[config.mk]
export PLATFORM = sky130hd
export DESIGN_NAME = alu_issue_stage_flat
export DESIGN_NICKNAME = d
export VERILOG_FILES = /design/src/rtl/mips_alu_pkg.sv /design/src/rtl/alu_issue_stage_if.sv /design/src/rtl/alu_op_decode.sv /design/src/rtl/alu_issue_stage.sv /design/src/flat_wrapper.sv
export SDC_FILE = /design/constraint.sdc
export NUM_CORES = 1
export LEC_CHECK = 0
export CAP_MARGIN = 20
export CORE_MARGIN = 8
export CORE_UTILIZATION = 42
export DETAILED_ROUTE_END_ITERATION = 12
export GPL_ROUTABILITY_DRIVEN = 0
export PLACE_DENSITY = 0.8
export REMOVE_ABC_BUFFERS = 1
export SLEW_MARGIN = 5
export SYNTH_ARGS = -nofsm -noshare
export SYNTH_HDL_FRONTEND = slang
export SYNTH_SLANG_ARGS = --single-unit
[constraint.sdc]
create_clock -name CLK -period 3.33 [get_ports CLK]
set_input_delay 0.666 -clock CLK [delete_from_list [all_inputs] [get_ports CLK]]
set_output_delay 0.666 -clock CLK [all_outputs]
set_load 0.03 [all_outputs]
[src/rtl/mips_alu_pkg.sv]
// Shared MIPS/ALU definitions: ALU select codes, opcode/funct values and
// the operand-mux selects used between the decoder and the issue stage.
package mips_alu_pkg;

  localparam logic [3:0] ALU_AND  = 4'b0000;
  localparam logic [3:0] ALU_OR   = 4'b0001;
  localparam logic [3:0] ALU_ADD  = 4'b0010;
  localparam logic [3:0] ALU_SUB  = 4'b0011;
  localparam logic [3:0] ALU_XOR  = 4'b0100;
  localparam logic [3:0] ALU_XNOR = 4'b0101;
  localparam logic [3:0] ALU_SRL1 = 4'b0110;
  localparam logic [3:0] ALU_SLL1 = 4'b0111;
  localparam logic [3:0] ALU_SRLV = 4'b1000;
  localparam logic [3:0] ALU_SLLV = 4'b1001;
  localparam logic [3:0] ALU_SRAV = 4'b1010;

  localparam logic [5:0] OPC_RTYPE = 6'h00;
  localparam logic [5:0] OPC_BEQ   = 6'h04;
  localparam logic [5:0] OPC_BNE   = 6'h05;
  localparam logic [5:0] OPC_ADDI  = 6'h08;
  localparam logic [5:0] OPC_ADDIU = 6'h09;
  localparam logic [5:0] OPC_ANDI  = 6'h0C;
  localparam logic [5:0] OPC_ORI   = 6'h0D;
  localparam logic [5:0] OPC_XORI  = 6'h0E;
  localparam logic [5:0] OPC_LW    = 6'h23;
  localparam logic [5:0] OPC_SW    = 6'h2B;

  localparam logic [5:0] FN_SLL  = 6'h00;
  localparam logic [5:0] FN_SRL  = 6'h02;
  localparam logic [5:0] FN_SRA  = 6'h03;
  localparam logic [5:0] FN_SLLV = 6'h04;
  localparam logic [5:0] FN_SRLV = 6'h06;
  localparam logic [5:0] FN_SRAV = 6'h07;
  localparam logic [5:0] FN_ADD  = 6'h20;
  localparam logic [5:0] FN_ADDU = 6'h21;
  localparam logic [5:0] FN_SUB  = 6'h22;
  localparam logic [5:0] FN_SUBU = 6'h23;
  localparam logic [5:0] FN_AND  = 6'h24;
  localparam logic [5:0] FN_OR   = 6'h25;
  localparam logic [5:0] FN_XOR  = 6'h26;
  localparam logic [5:0] FN_NOR  = 6'h27;

  typedef enum logic [1:0] {
    OP1_ZERO,
    OP1_RS,
    OP1_RT
  } op1_sel_e;

  typedef enum logic [2:0] {
    OP2_ZERO,
    OP2_RS,
    OP2_RT,
    OP2_SIMM,
    OP2_ZIMM,
    OP2_SHAMT,
    OP2_RS5
  } op2_sel_e;

endpackage

[src/rtl/alu_issue_stage_if.sv]
// ID/EX issue bus: decoded instruction in, registered ALU select/operands out.
// master = surrounding pipeline, slave = the issue stage.
interface alu_issue_stage_if #(parameter int DWL = 32);
  logic           in_valid;
  logic           in_ready;
  logic [5:0]     opcode;
  logic [5:0]     funct;
  logic [4:0]     shamt;
  logic [15:0]    imm;
  logic [DWL-1:0] rs_data;
  logic [DWL-1:0] rt_data;
  logic           out_ready;
  logic           flush;
  logic           out_valid;
  logic [3:0]     ALU_sel;
  logic [DWL-1:0] Din1;
  logic [DWL-1:0] Din2;
  logic           illegal;
  logic           is_branch;

  modport master (
    output in_valid, opcode, funct, shamt, imm, rs_data, rt_data, out_ready, flush,
    input  in_ready, out_valid, ALU_sel, Din1, Din2, illegal, is_branch
  );

  modport slave (
    input  in_valid, opcode, funct, shamt, imm, rs_data, rt_data, out_ready, flush,
    output in_ready, out_valid, ALU_sel, Din1, Din2, illegal, is_branch
  );
endinterface

[src/rtl/alu_op_decode.sv]
// Combinational MIPS opcode/funct decode into ALU select, operand-mux
// selects, illegal and branch flags.
module alu_op_decode
  import mips_alu_pkg::*;
(
  input  logic [5:0] opcode,
  input  logic [5:0] funct,
  output logic [3:0] alu_sel,
  output op1_sel_e   op1_sel,
  output op2_sel_e   op2_sel,
  output logic       illegal,
  output logic       is_branch
);

  // Illegal encodings fall through to AND with zero operands.
  always_comb begin
    alu_sel   = ALU_AND;
    op1_sel   = OP1_ZERO;
    op2_sel   = OP2_ZERO;
    illegal   = 1'b0;
    is_branch = 1'b0;
    case (opcode)
      OPC_RTYPE: begin
        case (funct)
          FN_ADD, FN_ADDU: begin alu_sel = ALU_ADD;  op1_sel = OP1_RS; op2_sel = OP2_RT;    end
          FN_SUB, FN_SUBU: begin alu_sel = ALU_SUB;  op1_sel = OP1_RT; op2_sel = OP2_RS;    end
          FN_AND:          begin alu_sel = ALU_AND;  op1_sel = OP1_RS; op2_sel = OP2_RT;    end
          FN_OR:           begin alu_sel = ALU_OR;   op1_sel = OP1_RS; op2_sel = OP2_RT;    end
          FN_XOR:          begin alu_sel = ALU_XOR;  op1_sel = OP1_RS; op2_sel = OP2_RT;    end
          FN_SLL:          begin alu_sel = ALU_SLLV; op1_sel = OP1_RT; op2_sel = OP2_SHAMT; end
          FN_SRL:          begin alu_sel = ALU_SRLV; op1_sel = OP1_RT; op2_sel = OP2_SHAMT; end
          FN_SRA:          begin alu_sel = ALU_SRAV; op1_sel = OP1_RT; op2_sel = OP2_SHAMT; end
          FN_SLLV:         begin alu_sel = ALU_SLLV; op1_sel = OP1_RT; op2_sel = OP2_RS5;   end
          FN_SRLV:         begin alu_sel = ALU_SRLV; op1_sel = OP1_RT; op2_sel = OP2_RS5;   end
          FN_SRAV:         begin alu_sel = ALU_SRAV; op1_sel = OP1_RT; op2_sel = OP2_RS5;   end
          default:         illegal = 1'b1;
        endcase
      end
      OPC_ADDI, OPC_ADDIU, OPC_LW, OPC_SW: begin
        alu_sel = ALU_ADD; op1_sel = OP1_RS; op2_sel = OP2_SIMM;
      end
      OPC_ANDI: begin alu_sel = ALU_AND; op1_sel = OP1_RS; op2_sel = OP2_ZIMM; end
      OPC_ORI:  begin alu_sel = ALU_OR;  op1_sel = OP1_RS; op2_sel = OP2_ZIMM; end
      OPC_XORI: begin alu_sel = ALU_XOR; op1_sel = OP1_RS; op2_sel = OP2_ZIMM; end
      // The ALU subtracts Din2-Din1, so branches feed rt first and test zero.
      OPC_BEQ, OPC_BNE: begin
        alu_sel = ALU_SUB; op1_sel = OP1_RT; op2_sel = OP2_RS; is_branch = 1'b1;
      end
      default: illegal = 1'b1;
    endcase
  end

endmodule

[src/rtl/alu_issue_stage.sv]
// ID/EX pipeline register feeding the ALU: one-deep valid/ready stage with
// flush, operand ordering and a saturating count of illegal encodings.
module alu_issue_stage
  import mips_alu_pkg::*;
#(
  parameter int DWL  = 32,
  parameter int CNTW = 16
) (
  input  logic              CLK,
  input  logic              RST,
  alu_issue_stage_if.slave  bus,
  output logic [CNTW-1:0]   illegal_cnt
);

  logic [3:0] dec_sel;
  op1_sel_e   dec_op1;
  op2_sel_e   dec_op2;
  logic       dec_illegal;
  logic       dec_branch;

  alu_op_decode u_decode (
    .opcode    (bus.opcode),
    .funct     (bus.funct),
    .alu_sel   (dec_sel),
    .op1_sel   (dec_op1),
    .op2_sel   (dec_op2),
    .illegal   (dec_illegal),
    .is_branch (dec_branch)
  );

  logic            out_valid_q, out_valid_d;
  logic [3:0]      alu_sel_q, alu_sel_d;
  logic [DWL-1:0]  din1_q, din1_d;
  logic [DWL-1:0]  din2_q, din2_d;
  logic            illegal_q, illegal_d;
  logic            is_branch_q, is_branch_d;
  logic [CNTW-1:0] illegal_cnt_q, illegal_cnt_d;
  logic [DWL-1:0]  op1_val, op2_val;
  logic            in_ready;
  logic            accept;

  always_comb begin
    case (dec_op1)
      OP1_RS:  op1_val = bus.rs_data;
      OP1_RT:  op1_val = bus.rt_data;
      default: op1_val = '0;
    endcase
    case (dec_op2)
      OP2_RS:    op2_val = bus.rs_data;
      OP2_RT:    op2_val = bus.rt_data;
      OP2_SIMM:  op2_val = {{(DWL-16){bus.imm[15]}}, bus.imm};
      OP2_ZIMM:  op2_val = {{(DWL-16){1'b0}}, bus.imm};
      OP2_SHAMT: op2_val = {{(DWL-5){1'b0}}, bus.shamt};
      OP2_RS5:   op2_val = {{(DWL-5){1'b0}}, bus.rs_data[4:0]};
      default:   op2_val = '0;
    endcase
  end

  assign in_ready = !out_valid_q || bus.out_ready;
  assign accept   = bus.in_valid && in_ready && !bus.flush;

  // Flush wins over accept; a plain retire only drops valid and keeps data.
  always_comb begin
    out_valid_d   = out_valid_q;
    alu_sel_d     = alu_sel_q;
    din1_d        = din1_q;
    din2_d        = din2_q;
    illegal_d     = illegal_q;
    is_branch_d   = is_branch_q;
    illegal_cnt_d = illegal_cnt_q;
    if (bus.flush) begin
      out_valid_d = 1'b0;
      illegal_d   = 1'b0;
      is_branch_d = 1'b0;
    end else if (accept) begin
      out_valid_d = 1'b1;
      alu_sel_d   = dec_sel;
      din1_d      = op1_val;
      din2_d      = op2_val;
      illegal_d   = dec_illegal;
      is_branch_d = dec_branch;
      if (dec_illegal && (illegal_cnt_q != {CNTW{1'b1}})) begin
        illegal_cnt_d = illegal_cnt_q + 1'b1;
      end
    end else if (out_valid_q && bus.out_ready) begin
      out_valid_d = 1'b0;
    end
  end

  always_ff @(posedge CLK or posedge RST) begin
    if (RST) begin
      out_valid_q   <= 1'b0;
      alu_sel_q     <= ALU_AND;
      din1_q        <= '0;
      din2_q        <= '0;
      illegal_q     <= 1'b0;
      is_branch_q   <= 1'b0;
      illegal_cnt_q <= '0;
    end else begin
      out_valid_q   <= out_valid_d;
      alu_sel_q     <= alu_sel_d;
      din1_q        <= din1_d;
      din2_q        <= din2_d;
      illegal_q     <= illegal_d;
      is_branch_q   <= is_branch_d;
      illegal_cnt_q <= illegal_cnt_d;
    end
  end

  assign bus.in_ready  = in_ready;
  assign bus.out_valid = out_valid_q;
  assign bus.ALU_sel   = alu_sel_q;
  assign bus.Din1      = din1_q;
  assign bus.Din2      = din2_q;
  assign bus.illegal   = illegal_q;
  assign bus.is_branch = is_branch_q;
  assign illegal_cnt   = illegal_cnt_q;

endmodule

[src/flat_wrapper.sv]
// flat-port wrapper written by rule: the top's interface ports become plain ports
module alu_issue_stage_flat import mips_alu_pkg::*;
#(
  parameter int DWL  = 32,
  parameter int CNTW = 16
)
  (CLK, RST, illegal_cnt, bus_in_valid, bus_opcode, bus_funct, bus_shamt, bus_imm, bus_rs_data, bus_rt_data, bus_out_ready, bus_flush, bus_in_ready, bus_out_valid, bus_ALU_sel, bus_Din1, bus_Din2, bus_illegal, bus_is_branch);
  alu_issue_stage_if #(.DWL(DWL)) bus_i ();
  input  logic CLK;
  input  logic RST;
  output logic [CNTW-1:0] illegal_cnt;
  input wire logic [$bits(bus_i.in_valid)-1:0] bus_in_valid;
  input wire logic [$bits(bus_i.opcode)-1:0] bus_opcode;
  input wire logic [$bits(bus_i.funct)-1:0] bus_funct;
  input wire logic [$bits(bus_i.shamt)-1:0] bus_shamt;
  input wire logic [$bits(bus_i.imm)-1:0] bus_imm;
  input wire logic [$bits(bus_i.rs_data)-1:0] bus_rs_data;
  input wire logic [$bits(bus_i.rt_data)-1:0] bus_rt_data;
  input wire logic [$bits(bus_i.out_ready)-1:0] bus_out_ready;
  input wire logic [$bits(bus_i.flush)-1:0] bus_flush;
  output wire logic [$bits(bus_i.in_ready)-1:0] bus_in_ready;
  output wire logic [$bits(bus_i.out_valid)-1:0] bus_out_valid;
  output wire logic [$bits(bus_i.ALU_sel)-1:0] bus_ALU_sel;
  output wire logic [$bits(bus_i.Din1)-1:0] bus_Din1;
  output wire logic [$bits(bus_i.Din2)-1:0] bus_Din2;
  output wire logic [$bits(bus_i.illegal)-1:0] bus_illegal;
  output wire logic [$bits(bus_i.is_branch)-1:0] bus_is_branch;
  assign bus_i.in_valid = bus_in_valid;
  assign bus_i.opcode = bus_opcode;
  assign bus_i.funct = bus_funct;
  assign bus_i.shamt = bus_shamt;
  assign bus_i.imm = bus_imm;
  assign bus_i.rs_data = bus_rs_data;
  assign bus_i.rt_data = bus_rt_data;
  assign bus_i.out_ready = bus_out_ready;
  assign bus_i.flush = bus_flush;
  assign bus_in_ready = bus_i.in_ready;
  assign bus_out_valid = bus_i.out_valid;
  assign bus_ALU_sel = bus_i.ALU_sel;
  assign bus_Din1 = bus_i.Din1;
  assign bus_Din2 = bus_i.Din2;
  assign bus_illegal = bus_i.illegal;
  assign bus_is_branch = bus_i.is_branch;
  alu_issue_stage #(.DWL(DWL), .CNTW(CNTW)) u_core (.CLK(CLK), .RST(RST), .bus(bus_i), .illegal_cnt(illegal_cnt));
endmodule
==> flow_summary.toml <==
[cts]
hold_buffers = 0
clk_path_buf_depth = 2
clock_latency_ps = 350
cts_sinks = 87
clk_pin_slew_ps = 90
post_cts_buffers = 0
cts_root_buf = "clkbuf_8"
cts_resized = 0
cts_tree = "built"
cts_buffers = 9
htreeDepth = 3

[yosys]
synth_cells = 450
async_flop_share = 1.00
yosysWarnings = 0
synth_commonest_cells = "dfrtp_1 (87), nand2_1 (67), a22oi_1 (33), nor2_1 (32), o31ai_1 (32)"
synth_top_family_by_area = "compound AO/OA/AOI/OAI gates"
synthFlopType = "dfrtp_1"
synthDistinctLibCells = 41
yosys.area.top_type = "dfrtp_1"
synth_area_sq_mm = 0.00433
synth_enable_flop_cells = 0
ys_top_cells_by_area = "dfrtp_1 (50%), nand2_1 (5.8%), a22oi_1 (5.7%)"
synth_xor_area_frac = 0.0324
synth.avg_cell_area_sq_um = 9.62
synthAdderAreaFrac = 0.00867
synth_compound_area_frac = 0.258
synth-simple-area-share = 0.155
synth_top_area_frac = 0.503
ys_seq_area_frac = 0.503
muxShareOfSynthArea = 0
synth-seq-cells = 87
synth.most_common_cell = "dfrtp_1"

[global_routing]
grt_max_degree = 56
gr-usage-all-layers = 0.217
grt_pass1_vias = 4667
antenna_found_initial = 0
grt_pass1_wl_mm = 24.7
overflow = 0

[die]
core_area_sq_mm = 0.0102
row_count = 37
die-area_sq_mm = 0.0138
ios = 190
initial_core_util = 0.425
die_h_um = 118
die_x_um = 118

[routing]
wirelength_mm = 15.3
dr.pass1.iters = 7
wire_per_inst_um = 19.6
drc = 0
vias_per_cell = 5.82
first_iter_violations = 495
vias = 4542
ant_nets = 0

[finish]
regArea_sq_mm = 0.00218
multi_input_area_sq_mm = 0.00198
num_antenna_cells = 0
final_layout_size_suffix_gt1_frac = 0.0775
n_fill_cell = 849
area_growth_pct = 53.7
final_area_sq_mm = 0.00665
layout.nets = 745

[run_status]
status = "complete, no violations"

[timing]
final_max_slew_viol_count = 0
skew_ps = 7.08
tightest_slew_ps = 992
min_period_ps = 2980
setup_viol = 0
maxSlewHeadroom = 0.335
period_share = 0.896
rsz0062_at_grt = "no"
final_hold_viol_count = 0
whs_ps = 483
clock.fmax_mhz = 335

[critical_path]
path_buf_inv = 2
path_delay_family = "simple AND/OR/NAND/NOR gates"
cp_data_required_time_ps = 3580
critPathMaxStageDelay_ps = 550
end_kind = "flip-flop"
crit_path_top_delay_cell = "or4_4"
cp_data_arrival_time_ps = 3230
critPathMaxFanout = 32
start_kind = "input pin"
crit_chain = "clkdlybuf4s50_1 -> or4_4 -> or3_4 -> o31ai_2 -> a21oi_1 -> ha_1 -> buf_12 -> o31ai_1"
timing_worst_setup_path_type = "in -> reg"

[placement]
place_area_sq_mm = 0.00647
portBuffers = 189
dp_hpwl_mm = 11.5

[power_and_ir_drop]
leakagePower_nw = 2.70
power_mw = 2.71
power_density_mw_per_mm2 = 407
vdd.ir_drop.worst_v = 0.000279

[job]
max_cap_viol_count = 0

[min_path]
worstHoldPathType = "reg -> reg"
-- final timing paths --
path | start | end | slack, ps | cells after the start
setup / recovery | bus_opcode[1] | u_core.bus.Din1[13] | 350 | 8
hold / removal | u_core.bus.Din1[30] | u_core.bus.Din1[30] | 480 | 2
setup reg to reg | u_core.illegal_cnt[0] | u_core.illegal_cnt[13] | 1360 | 7
hold reg to reg | u_core.bus.Din1[30] | u_core.bus.Din1[30] | 480 | 2
max in group asynchronous | RST | u_core.bus.Din1[23] | 1810 | 3
min in group asynchronous | RST | u_core.illegal_cnt[5] | 740 | 2
-- worst min-delay path, delay by kind of cell, from the launching register on --
family	cells	cell delay, ps
AOI/OAI and AO/OA	1	50
and+or+nand+nor	1	50
DFF	1	350
-- registers in the layout (all words and copies together), names as in the netlist --
signal and flops:
u_core.bus.ALU_sel 4, u_core.bus.Din1 32, u_core.bus.Din2 32, u_core.bus.illegal 1
u_core.bus.is_branch 1, u_core.bus.out_valid 1, u_core.illegal_cnt 16
-- cell families (layout without fill, tap and decap cells) --
kind of cell / Yosys count / after routing
xor gates and xnor gates: 16 / 16
DFF: 87 / 87
AOI/OAI and AO/OA: 154 / 154
adders and majority gates: 3 / 3
and+or+nand+nor: 144 / 144
buffers and inverters: 46 / 241
-- layout make-up --
type / instances / area share
Timing Repair Buffer: 213 / 0.315
Sequential cell: 87 / 0.327
Clock buffer: 9 / 0.0186
Multi-Input combinational cell: 317 / 0.298
Clock inverter: 7 / 0.00828
Inverter: 12 / 0.00696
Tap cell: 136 / 0.0256
-- metal layers --
layer / GRT usage / vias up / wire, um
li1: - / 2069 / -
met1: 0.263 / 2205 / 6330
met2: 0.357 / 248 / 7320
met3: 0.0700 / 20 / 1430
met4: 0.0697 / 0 / 257
met5: 0 / - / 0
-- layout by cell type, fill, tap and decap left out, types with 11 or more instances in the layout --
cell	n
nor2_1	31
nand2_1	67
a222oi_1	16
clkdlybuf4s50_1	189
dfrtp_1	87
a221oi_1	16
buf_4	22
a22oi_1	33
inv_1	11
o21ai_0	28
o31ai_1	32
a21oi_1	13
-- metrics by stage --
stage	instances	setup TNS, ps	util	worst slack (ps)
6_report	781	0	0.653	347
4_1_cts	781	0	0.653	324
5_1_grt	781	0	0.653	124
3_5_place_dp	765	-63.8	0.636	-49.5
2_1_floorplan	416	-35710	-	-803
3_3_place_gp	765	0	0.636	85.5
-- power by group --
| part | leakage [nW] | switching, mW | internal [mW] | total (mW) |
|---|---|---|---|---|
| Sequential | 1.17 | 0.0774 | 1.14 | 1.22 |
| Combinational | 1.44 | 0.437 | 0.364 | 0.801 |
| Clock | 0.0862 | 0.407 | 0.278 | 0.685 |
| Total | 2.70 | 0.922 | 1.79 | 2.71 |
(Power assumes the default switching activity.)
